File: config.mk
export PLATFORM = sky130hd
export DESIGN_NAME = morse_decoder
export DESIGN_NICKNAME = d
export VERILOG_FILES = /design/src/rtl/morse_decoder.sv
export SDC_FILE = /design/constraint.sdc
export NUM_CORES = 1
export LEC_CHECK = 0
export ABC_AREA = 1
export BUFFER_PORTS_ARGS = -buffer_cell sky130_fd_sc_hd__buf_2
export CAP_MARGIN = 40
export CORE_AREA = 10 10 96 89
export DETAILED_ROUTE_END_ITERATION = 10
export DIE_AREA = 0 0 106 99
export PLACE_DENSITY = 0.67
export RECOVER_POWER = 25
export SYNTH_ARGS = -nofsm -noshare
export SYNTH_HDL_FRONTEND = slang
export SYNTH_SLANG_ARGS = --single-unit
File: constraint.sdc
create_clock -name clock -period 1.6 [get_ports clock]
set_input_delay 0.48 -clock clock [delete_from_list [all_inputs] [get_ports clock]]
set_output_delay 0.48 -clock clock [all_outputs]
set_load 0.01 [all_outputs]
File: src/rtl/morse_decoder.sv
// morse_decoder: receive side of the Morse flasher loopback.
// Times each mark and space in clock cycles, classifies marks as dot or dash,
// collects up to 4 symbols and decodes the letter back to the flasher's 3-bit
// selector (S..Z = 0..7) once a 2-unit space ends the letter.
//
// Ports:
//   clock         system clock, rising edge
//   reset         asynchronous active-high reset
//   morse_in      serial stream, 1 = mark, 0 = space
//   letter_code   last decoded letter, held until the next valid letter
//   letter_valid  one-cycle pulse when letter_code updates
//   error         one-cycle pulse when a letter is rejected
//   busy          high while a letter is in progress
//
// Build option: define MORSE_DECODER_SYNC_EN to put a two-flop synchroniser
// on morse_in (adds 2 cycles to every detection and latency figure).
module morse_decoder #(
  parameter int unsigned UNIT_CYCLES = 25_000_000  // even, >= 4
) (
  input  logic       clock,
  input  logic       reset,
  input  logic       morse_in,
  output logic [2:0] letter_code,
  output logic       letter_valid,
  output logic       error,
  output logic       busy
);

  localparam int unsigned SAT = 4 * UNIT_CYCLES;
  localparam int unsigned CW  = $clog2(SAT + 1);

  localparam logic [CW-1:0] SAT_C  = CW'(SAT);
  localparam logic [CW-1:0] HALF_U = CW'(UNIT_CYCLES / 2);
  localparam logic [CW-1:0] TWO_U  = CW'(2 * UNIT_CYCLES);
  // cnt holds the number of lows already seen, so the 2U-th low arrives
  // while cnt == 2U-1.
  localparam logic [CW-1:0] END_C  = CW'(2 * UNIT_CYCLES - 1);
  localparam logic [CW-1:0] ONE    = CW'(1);

  typedef enum logic [1:0] {IDLE, MARK, SPACE} state_t;

  logic in_s;

`ifdef MORSE_DECODER_SYNC_EN
  logic [1:0] sync_q;
  always_ff @(posedge clock or posedge reset) begin
    if (reset) sync_q <= '0;
    else       sync_q <= {sync_q[0], morse_in};
  end
  assign in_s = sync_q[1];
`else
  assign in_s = morse_in;
`endif

  state_t        state_q, state_d;
  logic [CW-1:0] cnt_q, cnt_d;
  logic [2:0]    nsym_q, nsym_d;
  logic [3:0]    pat_q, pat_d;   // first symbol ends up in the MSB side
  logic [2:0]    code_d;
  logic          valid_d, err_d;
  logic [3:0]    hit_code;       // {hit, code}

  // Pattern table; unused upper pattern bits are zero because pat is
  // cleared whenever a letter ends or is discarded.
  function automatic logic [3:0] lookup(input logic [2:0] n, input logic [3:0] p);
    case ({n, p})
      {3'd3, 4'b0000}: lookup = {1'b1, 3'd0};  // S ...
      {3'd1, 4'b0001}: lookup = {1'b1, 3'd1};  // T -
      {3'd3, 4'b0001}: lookup = {1'b1, 3'd2};  // U ..-
      {3'd4, 4'b0001}: lookup = {1'b1, 3'd3};  // V ...-
      {3'd3, 4'b0011}: lookup = {1'b1, 3'd4};  // W .--
      {3'd4, 4'b1001}: lookup = {1'b1, 3'd5};  // X -..-
      {3'd4, 4'b1011}: lookup = {1'b1, 3'd6};  // Y -.--
      {3'd4, 4'b1100}: lookup = {1'b1, 3'd7};  // Z --..
      default:         lookup = 4'b0000;
    endcase
  endfunction

  assign hit_code = lookup(nsym_q, pat_q);

  always_comb begin
    state_d = state_q;
    cnt_d   = cnt_q;
    nsym_d  = nsym_q;
    pat_d   = pat_q;
    code_d  = letter_code;
    valid_d = 1'b0;
    err_d   = 1'b0;
    case (state_q)
      IDLE: begin
        if (in_s) begin
          state_d = MARK;
          cnt_d   = ONE;
        end
      end
      MARK: begin
        if (in_s) begin
          if (cnt_q != SAT_C) cnt_d = cnt_q + ONE;
        end else if (cnt_q < HALF_U || cnt_q == SAT_C || nsym_q == 3'd4) begin
          // glitch, over-long mark or fifth symbol: drop the whole letter
          err_d   = 1'b1;
          state_d = IDLE;
          cnt_d   = '0;
          nsym_d  = '0;
          pat_d   = '0;
        end else begin
          pat_d   = {pat_q[2:0], (cnt_q >= TWO_U)};
          nsym_d  = nsym_q + 3'd1;
          state_d = SPACE;
          cnt_d   = ONE;
        end
      end
      SPACE: begin
        if (in_s) begin
          state_d = MARK;
          cnt_d   = ONE;
        end else if (cnt_q == END_C) begin
          if (hit_code[3]) begin
            code_d  = hit_code[2:0];
            valid_d = 1'b1;
          end else begin
            err_d   = 1'b1;
          end
          state_d = IDLE;
          cnt_d   = '0;
          nsym_d  = '0;
          pat_d   = '0;
        end else begin
          cnt_d = cnt_q + ONE;
        end
      end
      default: state_d = IDLE;
    endcase
  end

  always_ff @(posedge clock or posedge reset) begin
    if (reset) begin
      state_q      <= IDLE;
      cnt_q        <= '0;
      nsym_q       <= '0;
      pat_q        <= '0;
      letter_code  <= '0;
      letter_valid <= 1'b0;
      error        <= 1'b0;
    end else begin
      state_q      <= state_d;
      cnt_q        <= cnt_d;
      nsym_q       <= nsym_d;
      pat_q        <= pat_d;
      letter_code  <= code_d;
      letter_valid <= valid_d;
      error        <= err_d;
    end
  end

  assign busy = (state_q != IDLE);

endmodule

After elaboration in Yosys (flattened, before gate mapping)
Cells that the tools add are included.

Add/subtract/negate cells: 2. $mul: 0. Divide/modulo/power cells: 0. Order comparisons: 2. Equality and inequality tests: 20. Shift-type cells: 0. Multiplexer cells: 34. Bitwise logic cells: 1. Reductions and logical operators: 10.

Operator list (number): two-way mux 27 bit (5); one-hot mux 27 bit (3 select lines) (1); one-hot mux 4 bit (8 select lines) (1); == test 7 bit, second input constant (4); adder 27 x 1 -> 27 bit, second input constant (1); == test 27 x 26 -> 1 bit, second input constant (1); == test 27 bit, second input constant (1); greater-or-equal comparator 27 x 26 -> 1 bit, second input constant (1); less-than comparator 27 x 24 -> 1 bit, second input constant (1); inequality test 27 bit, second input constant (1); == test 7 x 6 -> 1 bit, second input constant (3); two-way mux 4 bit (4); two-way mux 3 bit (4); two-way mux 1 bit (10); two-way mux 2 bit (5); inequality test 2 bit, second input constant (4); one-hot mux 4 bit (2 select lines) (1); AND reduction 4 bit (2); == test 7 x 5 -> 1 bit, second input constant (1); inequality test 3 bit, second input constant (2); one-hot mux 2 bit (3 select lines) (1); one-hot mux 3 bit (2 select lines) (1); AND reduction 3 bit (2); nonzero test 2 bit (2); other kinds (9) (10).

Register bits after elaboration: 41. Bits in latches: 0. Memory bits (writable): 0. Bits in read-only memories: 0. Input bits: 3. Output and inout port bits: 6. Logic and storage cells: 76. Memories kept: 0.

Depth between registers and ports, before layout
Word-level depth: 6. Depth in mapped cells: 14. Gate-level depth less buffers: 13.

Worst setup path before layout
No wires, ideal clock.

Path kind: reg2reg. Start: reg cnt_q[0]. End: reg pat_q[2]. Library setup time: 0.117 ns. Arrival time: 1.625 ns. Required time: 1.483 ns. Slack: -0.142 ns. Stages on the path, launching flop included: 13. Buffers on the path: 0. Period minus slack after synthesis: 1.742 ns. Cell sequence: dfrtp_1 > ha_1 > nand2_1 > nor2_2 > nand2_2 > nor2_1 > nand2_1 > nand2_2 > nand2_2 > nor2_8 > inv_2 > nand2_1 > nand2_1.

Longest elaborated chain between the ends: 6. Elaborated cells on any way between the ends: 10. Classes of those cells: 1 x order compare; 3 x eq/ne; 3 x mux; 3 x reduce/logical.

RTL lines: start, declared (RTL line 56) `logic [CW-1:0] cnt_q, cnt_d;`; start signal, assigned (RTL line 147) `cnt_q <= cnt_d;`; less-than comparator 27 x 24 -> 1 bit or == test 27 bit (tied branches) (RTL line 99) `end else if (cnt_q < HALF_U || cnt_q == SAT_C || nsym_q == 3'd4) begin`; logical OR 1 bit (2 in series) (RTL line 99); two-way mux 4 bit (RTL line 99); two-way mux 4 bit (RTL line 97) `if (in_s) begin`; one-hot mux 4 bit (2 select lines) (RTL line 89) `case (state_q)`; end signal, assigned (RTL line 149) `pat_q <= pat_d;`; end, declared (RTL line 58) `logic [3:0] pat_q, pat_d;`.

Several ways; a longest one is shown, not always the timed one. The select of a mux whose other input is x is not followed. A chain may end at the register's enable or synchronous reset.

Worst setup path after layout
Start: reg cnt_q[1]. End: reg state_q[1].

Longest elaborated chain between the ends: 6. Elaborated cells on any way between the ends: 10. Classes of those cells: 1 x order compare; 3 x eq/ne; 3 x mux; 3 x reduce/logical.

RTL lines: less-than comparator 27 x 24 -> 1 bit or == test 27 bit (tied branches) (RTL line 99); logical OR 1 bit (2 in series) (RTL line 99); two-way mux 2 bit (RTL line 99); two-way mux 2 bit (RTL line 97); one-hot mux 2 bit (3 select lines) (RTL line 89); end signal, assigned (RTL line 146) `state_q <= state_d;`; end, declared (RTL line 55) `state_t state_q, state_d;`.

Several ways; a longest one is shown, not always the timed one. The select of a mux whose other input is x is not followed.

==> qor.json <==
{
  "outcome": "finished, violations left",
  "violations": "negative setup slack",
  "ys_types": 32,
  "syn_avg_cell_area_um2": 6.39,
  "power.leakage_nw": 2.47,
  "max_clock_freq_mhz": 521,
  "die-height_um": 99,
  "yosys.area.top_type_share_pct": 32.2,
  "clock_path_buffers": 2,
  "synth-async-reset-ratio_pct": 100,
  "port_buffers": 8,
  "cts_tree": "built",
  "place.gp.congestion": 0.987,
  "routed-via-count": 3981,
  "area_of_the_die_um2": 10500,
  "detail_route.first_pass.iterations": 5,
  "effective_utilization_at_floorplan_pct": 48.8,
  "num_antenna_cells": 0,
  "place_worst_setup_slack_ns": -0.196,
  "fin_ws_ns": -0.318,
  "maxSlewViolCount": 0,
  "most_common_cell_in_the_synthesized_netlist": "nand2_1",
  "cts_hold_buf": 0,
  "crit_type": "register to register",
  "flow.area_growth_from_synthesis_pct": 54.3,
  "cts_root_buf": "clkbuf_8",
  "yosysWarnings": 0,
  "ys_top_cells_by_area": "dfrtp_1 32%, nand2_1 17%, nor2_1 9.4%, inv_1 8.0%, nand3_1 7.2%",
  "worstPathRequired_ns": 1.79,
  "synth_ff_type": "dfrtp_1",
  "globalRoute.totalOverflow": 0,
  "grt_antenna_before_repair": 0,
  "chipWidth_um": 106,
  "synth_seq_area_share_pct": 32.2,
  "finalCritPeriodShare_pct": 120,
  "first_global_vias": 3583,
  "drtAntennaViolNets": 0,
  "route.detailed.vias_per_inst": 5.51,
  "fin_worst_hold_slack_ns": 0.494,
  "cts_htree_levels": 2,
  "rsz0062_at_grt": "yes",
  "cts-buffers-inserted": 5,
  "final.setup_skew_ns": 0.00753,
  "ys_ff_latch": 41,
  "synth.top_cells.by_count": "145 x nand2_1, 80 x nor2_1, 68 x inv_1",
  "cap_viol_max_count": 0,
  "core.rowCount": 28,
  "period_needed_ns": 1.92,
  "hpwlAfterDp_um": 7470,
  "postRouteWirelength_um": 12100,
  "timing.final.hold_violations": 0,
  "largest_net_degree_at_the_start_of_global_routing": 42,
  "tightestPinTransition_ns": 1.09,
  "syn_inst_count": 498,
  "post_route_cells_drive_above_1_share_pct": 42.4,
  "grt_first_pass_wirelength_um": 17400,
  "power_density_nw_per_um2": 931,
  "synth_edf_count": 0,
  "synth.cell_area_um2": 3180,
  "cp-start-kind": "register",
  "cts.sinks": 41,
  "finish.net_count": 644,
  "wl_per_cell_um": 16.8,
  "hold_path_class": "register to register",
  "iter_0_drt_violations": 419,
  "postSynthNetCount": 511,
  "placeableCoreArea_um2": 6520,
  "setup_total_negative_slack_ns": -7.01,
  "worst_setup_hold_path_clk_slew_ns": 0.08,
  "worst_skew_pair.late_latency_ns": 0.31,
  "vdd_drop_max_v": 0.000931,
  "fillCellCount": 459,
  "synth_top_area_cell": "dfrtp_1",
  "data_arrival_time_of_the_critical_path_ns": 2.11,
  "cp_max_fo": 4,
  "drcViolationCount": 0,
  "grt_util_all_layers_pct": 20.1,
  "max-slew-margin-rel_pct": 27.6,
  "count_of_final_setup_violators": 42,
  "crit_end_element": "register",
  "ioPinCount": 9
}
## repair_timing
action | in CTS | in global routing
gates resized for setup | 96 | 60
endpoints found under the setup margin | 42 | 42
setup buffers | 10 | 11
pin swaps | 18 | 24
## stage by stage
step	power [mW]	std cells	util (%)	instance area, µm²
after floorplan	2.09	498	-	3220
after global placement	2.84	693	63.5	4140
after detailed placement	2.88	693	63.5	4140
after CTS	4.10	711	71.0	4630
after global routing	4.74	722	75.3	4910
final	4.57	722	75.3	4910
## path summary, 6_finish.rpt
path	startpoint	end	slack [ns]	depth (start not counted)
worst max-delay path	cnt_q[1]$_DFFE_PP0P_	state_q[1]$_DFFE_PP0P_	-0.32	12
worst min-delay path	letter_code[2]$_DFFE_PP0P_	letter_code[2]$_DFFE_PP0P_	0.49	2
worst max register to register	cnt_q[1]$_DFFE_PP0P_	state_q[1]$_DFFE_PP0P_	-0.32	12
worst min register to register	letter_code[2]$_DFFE_PP0P_	letter_code[2]$_DFFE_PP0P_	0.49	2
max in group asynchronous	reset	cnt_q[0]$_DFFE_PP0P_	0.37	3
min in group asynchronous	reset	cnt_q[18]$_DFFE_PP0P_	0.50	3
## sequential cells by signal, summed over array words and instances, names as in the netlist
name	flops
cnt_q	27
pat_q	4
letter_code	3
nsym_q	3
state_q	2
error	1
letter_valid	1
## critical path: stages, from the launching register on
cell and delay (ns):
dfrtp_1 0.38, buf_6 0.12, ha_4 0.15, nand2_4 0.06, nor2_4 0.15, nand2_4 0.10, nor2_4 0.11, nand2_4 0.09
nand2_4 0.09, nand2_4 0.08, buf_6 0.13, o21ai_1 0.23, nand2_2 0.11
## cell type report
| cell class | count | area (µm²) | area share (%) |
|---|---|---|---|
| repair buffers | 133 | 1080 | 22.0 |
| clock buffers | 7 | 96.3 | 1.96 |
| flip-flops and latches | 41 | 1030 | 21.0 |
| clock inverters | 1 | 5.00 | 0.102 |
| multi-input cells | 378 | 2290 | 46.6 |
| inverters | 72 | 298 | 6.07 |
| well taps | 90 | 113 | 2.29 |
## power by group
| group | total, mW | switching, mW | internal (mW) |
|---|---|---|---|
| registers | 1.13 | 0.0415 | 1.09 |
| logic | 2.66 | 1.49 | 1.17 |
| clock network | 0.780 | 0.390 | 0.390 |
| total | 4.57 | 1.92 | 2.65 |
## cells in the final DEF (no fill, tap or decap), types with 2 or more instances in the layout
cell type,Yosys,final
buf_12,0,3
nand2_1,145,123
nand4_1,15,15
o21ai_1,5,6
buf_6,2,13
dfrtp_1,41,38
dfrtp_2,0,3
inv_2,2,7
nand3_2,2,15
nor2_4,3,18
nand3_1,46,32
nand3b_1,4,4
nand2_2,10,19
ha_4,0,3
inv_1,68,60
ha_1,10,4
nor2_2,9,18
o21ai_0,17,3
a21oi_1,8,5
nor2_1,80,56
buf_8,0,2
nor3_2,0,2
a21oi_2,1,4
nand2_4,2,14
buf_2,3,7
o21ai_2,1,14
clkbuf_8,0,7
nor3_1,9,7
ha_2,0,3
buf_4,1,107
xor2_1,5,5
## metal layers
metal | up-vias | global-route usage (%) | wire (µm)
met5 | - | 0 | 0
met4 | 0 | 8.01 | 603
met3 | 82 | 3.32 | 1030
met2 | 251 | 32.6 | 5670
met1 | 1814 | 25.9 | 4810
li1 | 1834 | - | -
## cell families (layout without fill, tap and decap cells)
| family | Yosys count | in the layout | share of synthesized area (%) |
|---|---|---|---|
| buffers and inverters | 79 | 213 | 10.2 |
| AO/OA/AOI/OAI | 34 | 34 | 5.74 |
| flip-flops | 41 | 41 | 32.2 |
| AND/OR/NAND/NOR | 328 | 328 | 46.2 |
| XOR/XNOR | 6 | 6 | 1.65 |
| adder cells (fa/ha/maj) | 10 | 10 | 3.93 |
No activity file was read; power rests on OpenSTA's default activity.
